File: config.mk
export PLATFORM = sky130hd
export DESIGN_NAME = leve1_csr_exec
export DESIGN_NICKNAME = d
export VERILOG_FILES = /design/src/rtl/leve1_csr_exec_pkg.sv /design/src/rtl/leve1_csr_legal.sv /design/src/rtl/leve1_csr_exec.sv
export SDC_FILE = /design/constraint.sdc
export NUM_CORES = 1
export LEC_CHECK = 0
export CELL_PAD_IN_SITES_DETAIL_PLACEMENT = 1
export CELL_PAD_IN_SITES_GLOBAL_PLACEMENT = 2
export CORE_ASPECT_RATIO = 0.9
export CORE_MARGIN = 5
export CORE_UTILIZATION = 22
export CTS_CLUSTER_SIZE = 40
export DETAILED_ROUTE_END_ITERATION = 12
export GPL_TIMING_DRIVEN = 0
export PLACE_DENSITY = 0.91
export SLEW_MARGIN = 10
export SYNTH_ARGS = -nofsm -noshare
export SYNTH_HDL_FRONTEND = slang
export SYNTH_SLANG_ARGS = --single-unit
File: constraint.sdc
create_clock -name CLK -period 3.05 [get_ports CLK]
set_input_delay 0.915 -clock CLK [delete_from_list [all_inputs] [get_ports CLK]]
set_output_delay 0.915 -clock CLK [all_outputs]
set_load 0.05 [all_outputs]
File: src/rtl/leve1_csr_exec_pkg.sv
// Shared constants and types for the execute-stage CSR unit.
package leve1_csr_exec_pkg;

    localparam int XLEN_DEF = 64;

    // CSR file write command encoding
    localparam logic [1:0] CSR_NONE  = 2'd0;
    localparam logic [1:0] CSR_WRITE = 2'd1;
    localparam logic [1:0] CSR_SET   = 2'd2;
    localparam logic [1:0] CSR_CLEAR = 2'd3;

    // Privilege levels
    localparam logic [1:0] MODE_U = 2'd0;
    localparam logic [1:0] MODE_S = 2'd1;
    localparam logic [1:0] MODE_M = 2'd3;

    localparam int EXC_ILLEGAL_INST = 2;

    // funct3 of the SYSTEM/CSR instruction group
    localparam logic [2:0] F3_CSRRW  = 3'd1;
    localparam logic [2:0] F3_CSRRS  = 3'd2;
    localparam logic [2:0] F3_CSRRC  = 3'd3;
    localparam logic [2:0] F3_CSRRWI = 3'd5;
    localparam logic [2:0] F3_CSRRSI = 3'd6;
    localparam logic [2:0] F3_CSRRCI = 3'd7;

    typedef enum logic [1:0] {
        CSRX_IDLE = 2'd0,
        CSRX_READ = 2'd1,
        CSRX_RESP = 2'd2,
        CSRX_EXC  = 2'd3
    } csrx_state_e;

endpackage

File: src/rtl/leve1_csr_legal.sv
// Combinational legality check and write-command decode for one CSR access.
module leve1_csr_legal
    import leve1_csr_exec_pkg::*;
(
    input  logic [11:0] CSR,
    input  logic [2:0]  FUNCT3,
    input  logic        NOWR,
    input  logic [1:0]  MODE,
    output logic        ILLEGAL,
    output logic [1:0]  WCMD
);

    // Illegal on bad funct3, insufficient privilege, or a write to a read-only CSR
    always_comb begin
        ILLEGAL = (FUNCT3[1:0] == 2'b00)
               || (CSR[9:8] > MODE)
               || ((CSR[11:10] == 2'b11) && !NOWR);
    end

    // Register and immediate forms share an operation; pure reads issue no write
    always_comb begin
        WCMD = CSR_NONE;
        if (!NOWR) begin
            case (FUNCT3)
                F3_CSRRW, F3_CSRRWI: WCMD = CSR_WRITE;
                F3_CSRRS, F3_CSRRSI: WCMD = CSR_SET;
                F3_CSRRC, F3_CSRRCI: WCMD = CSR_CLEAR;
                default:             WCMD = CSR_NONE;
            endcase
        end
    end

endmodule

File: src/rtl/leve1_csr_exec.sv
// Execute-stage CSR instruction unit: reads the CSR file, checks legality,
// issues the write command, and returns the old value or an exception.
module leve1_csr_exec
    import leve1_csr_exec_pkg::*;
#(
    parameter int XLEN      = XLEN_DEF,
    parameter int ILL_CAUSE = EXC_ILLEGAL_INST
) (
    input  logic            CLK,
    input  logic            RSTn,
    input  logic [1:0]      MODE,
    input  logic            REQ_VALID,
    output logic            REQ_READY,
    input  logic [2:0]      REQ_FUNCT3,
    input  logic [11:0]     REQ_CSR,
    input  logic [4:0]      REQ_RS1,
    input  logic [XLEN-1:0] REQ_RS1_VAL,
    input  logic [4:0]      REQ_RD,
    input  logic            FLUSH,
    output logic [11:0]     CSR_RA,
    input  logic [XLEN-1:0] CSR_RD,
    output logic [1:0]      CSR_WCMD,
    output logic [11:0]     CSR_WA,
    output logic [XLEN-1:0] CSR_WD,
    output logic            RETIRE,
    output logic            WB_VALID,
    input  logic            WB_READY,
    output logic [4:0]      WB_RD,
    output logic [XLEN-1:0] WB_DATA,
    output logic            EXC_VALID,
    output logic [XLEN-1:0] EXC_CAUSE
);

    csrx_state_e     state_q, state_d;
    logic [2:0]      f3_q;
    logic [11:0]     csr_q;
    logic [4:0]      rd_q;
    logic [XLEN-1:0] op_q;
    logic [XLEN-1:0] wb_data_q;
    logic            nowr_q;
    logic            first_q;
    logic            illegal;
    logic [1:0]      wcmd;
    logic            accept;

    assign accept = (state_q == CSRX_IDLE) && REQ_VALID && !FLUSH;

    leve1_csr_legal u_legal (
        .CSR     (csr_q),
        .FUNCT3  (f3_q),
        .NOWR    (nowr_q),
        .MODE    (MODE),
        .ILLEGAL (illegal),
        .WCMD    (wcmd)
    );

    // State register; reset drops any in-flight instruction
    always_ff @(posedge CLK or negedge RSTn) begin
        if (!RSTn) state_q <= CSRX_IDLE;
        else       state_q <= state_d;
    end

    // Capture the instruction on accept, old CSR value in READ, first-RESP flag
    always_ff @(posedge CLK or negedge RSTn) begin
        if (!RSTn) begin
            f3_q      <= '0;
            csr_q     <= '0;
            rd_q      <= '0;
            op_q      <= '0;
            nowr_q    <= 1'b0;
            wb_data_q <= '0;
            first_q   <= 1'b0;
        end else begin
            if (accept) begin
                f3_q   <= REQ_FUNCT3;
                csr_q  <= REQ_CSR;
                rd_q   <= REQ_RD;
                op_q   <= REQ_FUNCT3[2] ? {{(XLEN-5){1'b0}}, REQ_RS1} : REQ_RS1_VAL;
                nowr_q <= REQ_FUNCT3[1] && (REQ_RS1 == 5'd0);
            end
            if (state_q == CSRX_READ) begin
                wb_data_q <= CSR_RD;
                first_q   <= 1'b1;
            end else if (state_q == CSRX_RESP) begin
                first_q   <= 1'b0;
            end
        end
    end

    // Next-state and handshake/command outputs
    always_comb begin
        state_d   = state_q;
        REQ_READY = 1'b0;
        CSR_RA    = csr_q;
        CSR_WCMD  = CSR_NONE;
        WB_VALID  = 1'b0;
        RETIRE    = 1'b0;
        EXC_VALID = 1'b0;
        EXC_CAUSE = '0;
        case (state_q)
            CSRX_IDLE: begin
                // Address goes straight through so the file samples it at the accepting edge
                REQ_READY = !FLUSH;
                CSR_RA    = REQ_CSR;
                if (accept) state_d = CSRX_READ;
            end
            CSRX_READ: begin
                if (FLUSH)        state_d = CSRX_IDLE;
                else if (illegal) state_d = CSRX_EXC;
                else begin
                    CSR_WCMD = wcmd;
                    state_d  = CSRX_RESP;
                end
            end
            CSRX_RESP: begin
                // Write already committed, so FLUSH no longer matters here
                WB_VALID = 1'b1;
                RETIRE   = first_q;
                if (WB_READY) state_d = CSRX_IDLE;
            end
            CSRX_EXC: begin
                EXC_VALID = 1'b1;
                EXC_CAUSE = XLEN'(ILL_CAUSE);
                state_d   = CSRX_IDLE;
            end
            default: state_d = CSRX_IDLE;
        endcase
    end

    assign CSR_WA  = csr_q;
    assign CSR_WD  = op_q;
    assign WB_RD   = rd_q;
    assign WB_DATA = wb_data_q;

endmodule
==> results of run 1 <==
[layout make-up]
type / count / area [µm²] / share of cell area, %
Tap cell: 409 / 512 / 4.48
Buffer: 95 / 639 / 5.60
Clock inverter: 15 / 156 / 1.37
Multi-Input combinational cell: 380 / 2660 / 23.3
Sequential cell: 151 / 3780 / 33.1
Timing Repair Buffer: 324 / 3220 / 28.2
Inverter: 6 / 30.0 / 0.263
Clock buffer: 17 / 425 / 3.72
[final timing paths]
check | start | end | slack, ns | cells after the start
max | MODE[1] | CSR_WCMD[0] | 0.03 | 8
min | RSTn | WB_DATA[32] | 0.42 | 1
max reg2reg | state_q[0] | CSR_WD[7] | 1.00 | 8
min reg2reg | CSR_WD[21] | CSR_WD[21] | 0.48 | 2
max in group asynchronous | RSTn | CSR_WD[46] | 1.77 | 2
min in group CLK | CSR_WD[21] | CSR_WD[21] | 0.48 | 2
[cells by family (layout without fill, tap and decap cells)]
logic type	after synthesis	count (layout)
flops	151	151
buf+inv	101	457
simple gates	138	138
compound gates	71	71
mux	102	102
other cells	1	63
fa+ha+maj	6	6
[where the power goes]
part | total (W) | internal, W | switching, W | leakage (nW)
sequential | 0.00367 | 0.00304 | 0.000630 | 1.86
combinational | 0.00917 | 0.00323 | 0.00594 | 2.91
clock | 0.00215 | 0.00116 | 0.000990 | 0.283
total | 0.0150 | 0.00743 | 0.00756 | 5.05
[worst register-to-register path: stages, from the launching register on]
cell and delay (ns):
dfrtp_1 0.38, inv_1 0.11, ha_4 0.21, and2b_1 0.18, nand2_2 0.16, buf_6 0.21
clkbuf_1 0.49, nand2_1 0.12, o21ai_0 0.10
[registers in the layout, indices dropped and copies added (netlist names)]
name     cells
CSR_WD      64
f3_q         2
WB_RD        5
WB_DATA     64
CSR_WA      12
first_q      1
nowr_q       1
state_q      2
[synth_stat cells, drive strengths merged, types with 2 or more instances]
master and number:
ha 6, inv 6, nand3b 2, clkbuf 16
nand2b 60, nor4b 2, mux2 95, buf 79
dfrtp 151, o21ai 69, nand2 69, mux2i 7
[per-layer routing]
layer | part of all wire [%] | wire length (µm)
met5 | 0 | 0
met1 | 39 | 9890
met3 | 8.5 | 2140
met2 | 51 | 12700
met4 | 1.1 | 278
[per-stage QoR]
step                power (W)  setup slack [ns]  hold slack, ns  setup TNS, ns  instances
floorplan             0.00966           -0.0734           0.473         -0.131        632
global placement       0.0129             -5.58           0.460        -846.03       1363
detailed placement     0.0130             -1.31           0.470          -7.28       1364
CTS                    0.0152           0.00326           0.421              0       1397
global route           0.0157           -0.0456           0.433        -0.0879       1397
finish                 0.0150            0.0300           0.418              0       1397
[repair_timing]
action	in CTS	in global routing
pin swaps	6	0
setup endpoints to repair	16	4
resized for setup	85	3
setup buffers	1	0
==> impl_results.md, run 1 <==
* Syn avg cell area at 11.9 µm²
* Area leader, netlist: dfrtp_1
* CP Launch Type: input pin
* N_diodes at 0
* Multiplexer share of the synthesized area at 17.8%
* # rows at 61
* Status: complete, no violations
* Antenna-violating nets left at 0
* Area contributors post-synth: dfrtp_1 (56%), mux2_2 (13%), buf_4 (7.2%), nand2b_1 (5.5%), o21ai_0 (5.1%)
* Final setup viols at 0
* Placer congestion estimate at 0.841
* Met3 usage at 5.86%
* Crit end category: output pin
* Slew @ Worst Pin at 0.783 ns
* Unrepaired setup endpoints after global routing: true
* Commonest non-fill, non-tap cell in the layout: clkdlybuf4s50_1
* DRC at 0
* Synth Area in Adders at 1.11%
* Number of vias per cell at 3.98
* Placed instance area at 10800 µm²
* Post-synth ARST share at 100%
* Gr busiest metal: met2
* Top cell type's share of synthesized area at 55.6%
* Crit path max fanout at 2
* # port buffers at 322
* Count of cell types in the netlist at 25
* Largest family of logic cells by synthesized area: multiplexers
* Fillers at 3403
* Fmax at 331 MHz
* Static Leak at 5.05 nW
* Grt met1 use at 16.6%
* Gr usage total at 14.4%
* Clock slew at reported path FFs at 0.07 ns
* Fin crit share at 99.0%
* Max incr delay on CP at 0.25 ns
* Max Slew Vio Count at 0
* Fin crit period at 3.02 ns
* Clock Latency Late Sink at 0.44 ns
* Initial DRC count at 114
* Synth Area in XOR/XNOR at 0%
* Gr ovfl total at 0
* HP Class: in2async
* Worst Path Class, Setup: in2out
* Synth warn at 0
* Crit path arrival time at 2.10 ns
* Share of layout cells above drive strength 1 at 23.7%
* Most frequent cells in the layout: clkdlybuf4s50_1 (302), dfrtp_1 (151), mux2_2 (76), o21ai_0 (68), nand2_1 (67)
* Vias in the first global route at 6160
* Fin nets at 1141
* Post-synthesis simple-gate area fraction at 10.3%
* Cts hold-fix bufs at 0
* Total of max-cap violations at 0
* Final WL at 25100 µm
* Fin. Hold Viols at 0
* Ys flop type: dfrtp_1
* Pre-antenna DRT Iters at 4
* I/O pin count at 387
* Design area at 11400 µm²
* Worst VDD drop at 0.587 mV
* CTS tree: done
* Starting Density at 22.1%
* Slew headroom at 47.8%
* Root buffer selected by CTS: clkbuf_16
* Max Buffers Root-to-Sink at 2
* FF+latch count, synth at 151
* Met2 usage at 25.4%
* Total CTS buffers at 17
* Area Growth Syn to Fin at 68.2%
* Die extent in y at 177 µm
* Global-route wire length before repair at 38100 µm
* CP max-delay cell: nor4b_4
* Largest net degree at the start of global routing at 88
* Layout Utilization at 37.2%
* Mapped Cells at 570
* CP Buf/Inv Count at 3
* Synth Area in Compound Gates at 5.34%
* Sequential area share after synthesis at 55.6%
* Initial antenna violation count at 0
* EDFF count, synth at 0
* CP Cell Sequence: buf_8 -> inv_8 -> ha_4 -> nor2b_4 -> o21ai_2 -> nand2_2 -> nor4b_4 -> buf_6
* Die ar. at 34500 µm²
* CP required at 2.13 ns
* CORE AREA at 30700 µm²
* Die width at 195 µm
* Top delay family on crit path: simple AND/OR/NAND/NOR gates
* Routed vias at 5566
* Clock Sinks at 151
* Detail Placement HPWL at 19900 µm
* Cell area after synthesis at 6790 µm²
* Routed len/inst at 17.9 µm
* Skew final at 0.0144 ns
* Cell Pwr Density at 1310 nW/µm²
* CTS H-tree lvls at 4
Note: power is estimated with default switching activity, not from simulation.
==> run 2: changes to the inputs <==
- TNS_END_PERCENT: default -> 20
==> run 2 against run 1 <==
Design area rose by 0.34%. Critical endpoint is now CSR_RA[10]. Largest cell class unchanged. Global-route usage fell by 0.24 points. Core utilization rose by 0.13 points. Clock-buffer cell count rose by 1. Clock skew fell by 0.0029 ns. Largest power group unchanged.
==> impl_results.md, run 2 (synthesized netlist as in run 1, its figures left out) <==
* Status: complete, no violations
* DRC at 0 (unchanged)
* FF-to-FF path depth at 8 (unchanged)
* Final WL at 24900 µm (-0.50%)
* Cell Pwr Density at 1310 nW/µm² (-0.18%)
* Setup TNS at 0 ns (unchanged)
* R2r setup slk at 0.90 ns (-0.10 ns)
* Crit end category: output pin
* Number of vias per cell at 3.96 (-0.70%)
* Gr ovfl total at 0 (unchanged)
* Initial antenna violation count at 1 (+1)
* Worst slack, placed at -1.20 ns (+0.107 ns)
* Global-route wire length before repair at 37600 µm (-1.4%)
* Most frequent cells in the layout: clkdlybuf4s50_1 (302), dfrtp_1 (151), mux2_2 (76), o21ai_0 (68), nand2_1 (66)
* Final setup viols at 0 (unchanged)
* CP required at 2.13 ns (about the same)
* Die width at 195 µm (unchanged)
* Skew final at 0.0115 ns (-0.00294 ns)
* # port buffers at 322 (unchanged)
* Slew headroom at 43.3% (-4.5 points)
* Unrepaired setup endpoints after global routing: true
* Routed len/inst at 17.9 µm (-0.43%)
* CP Launch Type: register
* Fin crit period at 3.03 ns (+0.00812 ns)
* CORE AREA at 30700 µm² (unchanged)
* Worst r2r dst: CSR_WD[8]
* Max Slew Vio Count at 0 (unchanged)
* I/O pin count at 387 (unchanged)
* Gr usage total at 14.2% (-0.24 points)
* Die ar. at 34500 µm² (unchanged)
* Total power at 0.0150 W (+0.16%)
* Slew @ Worst Pin at 0.850 ns (+0.0669 ns)
* Worst Path Class, Setup: reg2out
* Worst VDD drop at 0.587 mV (about the same)
* Pre-antenna DRT Iters at 4 (unchanged)
* Commonest non-fill, non-tap cell in the layout: clkdlybuf4s50_1
* Initial DRC count at 95 (-17%)
* Worst r2r src: state_q[0]
* Root buffer selected by CTS: clkbuf_16
* Vias in the first global route at 6222 (+1.0%)
* Share of layout cells above drive strength 1 at 23.7% (+0.024 points)
* Crit path max fanout at 10 (+8)
* Fin crit share at 99.3% (+0.27 points)
* HP Class: in2async
* Fmax at 330 MHz (-0.27%)
* Placer congestion estimate at 0.781 (-7.2%)
* N_diodes at 0 (unchanged)
* Die extent in y at 177 µm (unchanged)
* Post-CTS setup buffer count at 0 (-1)
* Design area at 11500 µm² (+0.34%)
* Starting Density at 22.1% (unchanged)
* Fin nets at 1140 (-0.088%)
* Crit path arrival time at 2.11 ns (about the same)
* # rows at 61 (unchanged)
* Total of max-cap violations at 0 (unchanged)
* Routed vias at 5523 (-0.77%)
* Fin. Hold Viols at 0 (unchanged)
* Placed instance area at 10800 µm² (unchanged)
* Clock Latency Late Sink at 0.43 ns (about the same)
* CTS tree: done
* Final worst slack at 0.0219 ns (-0.00812 ns)
* Antenna-violating nets left at 0 (unchanged)
* Detail Placement HPWL at 19700 µm (-1.0%)
* Total CTS buffers at 17 (unchanged)
* Cts hold-fix bufs at 0 (unchanged)
* Max Buffers Root-to-Sink at 2 (unchanged)
* Largest net degree at the start of global routing at 81 (-8.0%)
* Static Leak at 5.06 nW (about the same)
* CTS H-tree lvls at 4 (unchanged)
* Clock Sinks at 151 (unchanged)
* Clock slew at reported path FFs at 0.08 ns (about the same)
* Area Growth Syn to Fin at 68.8%
==> run 2: changes by cell type in the layout (fill, tap and decap cells not counted), sizes merged <==
cell | previous run | this run
buf | 93 | 87
bufinv | 1 | 0
clkdlybuf4s15 | 3 | 9
clkinvlp | 2 | 0
inv | 16 | 19
clkinv | 2 | 1
==> run 2: final cells by class <==
cell class                 instances  area [µm²]
fill                            3424       19200
tap                              409         512
timing repair buffer             323        3240
inverter                           6        30.0
clock buffer                      18         439
clock inverter                    14         148
buffer                            95         646
sequential                       151        3780
multi-input combinational        380        2670
==> run 2: power by group <==
group / internal [W] / total, W / leakage [nW] / switching (W)
clock: 0.00113 / 0.00214 / 0.293 / 0.00101
combinational: 0.00326 / 0.00924 / 2.90 / 0.00597
sequential: 0.00304 / 0.00363 / 1.86 / 0.000597
==> run 2: per-stage QoR <==
stage          cells  hold WS, ns  util (%)
2_1_floorplan    632        0.473         -
3_5_place_dp    1364        0.469      35.3
6_report        1396        0.432      37.4
5_1_grt         1396        0.466      37.4
4_1_cts         1396        0.440      37.4
3_3_place_gp    1363        0.460      35.2
==> run 2: worst max-delay path, stage by stage (launching register included) <==
cell	delay, ns
dfrtp_1	0.41
inv_1	0.15
ha_4	0.22
clkbuf_8	0.20
mux2_2	0.35
clkdlybuf4s15_2	0.34
==> run 2: timing repair <==
item / 4_1_cts / 5_1_grt
cloned: 0 / 0
resized for setup: 71 / 5
endpoints found under the setup margin: 16 / 11
pin swaps: 4 / 1
==> run 2: metal layers <==
layer / GRT usage, % / routed length (µm)
met2: 24.3 / 12300
met1: 17.2 / 10600
met3: 5.08 / 1850
met5: 0 / 20
met4: 3.23 / 158
==> run 2: worst max-delay path by stage <==
stage	from	end	slack, ns	depth (start not counted)
after detailed placement	MODE[1]	CSR_WCMD[0]	-1.20	8
final	state_q[0]	CSR_RA[10]	0.02	5
after global routing	state_q[0]	CSR_RA[10]	-0.06	5
after floorplan	MODE[1]	CSR_WCMD[0]	-0.07	6
after CTS	state_q[0]	CSR_RA[9]	-0.04	5
after global placement	RSTn	CSR_WD[13]	-5.56	1
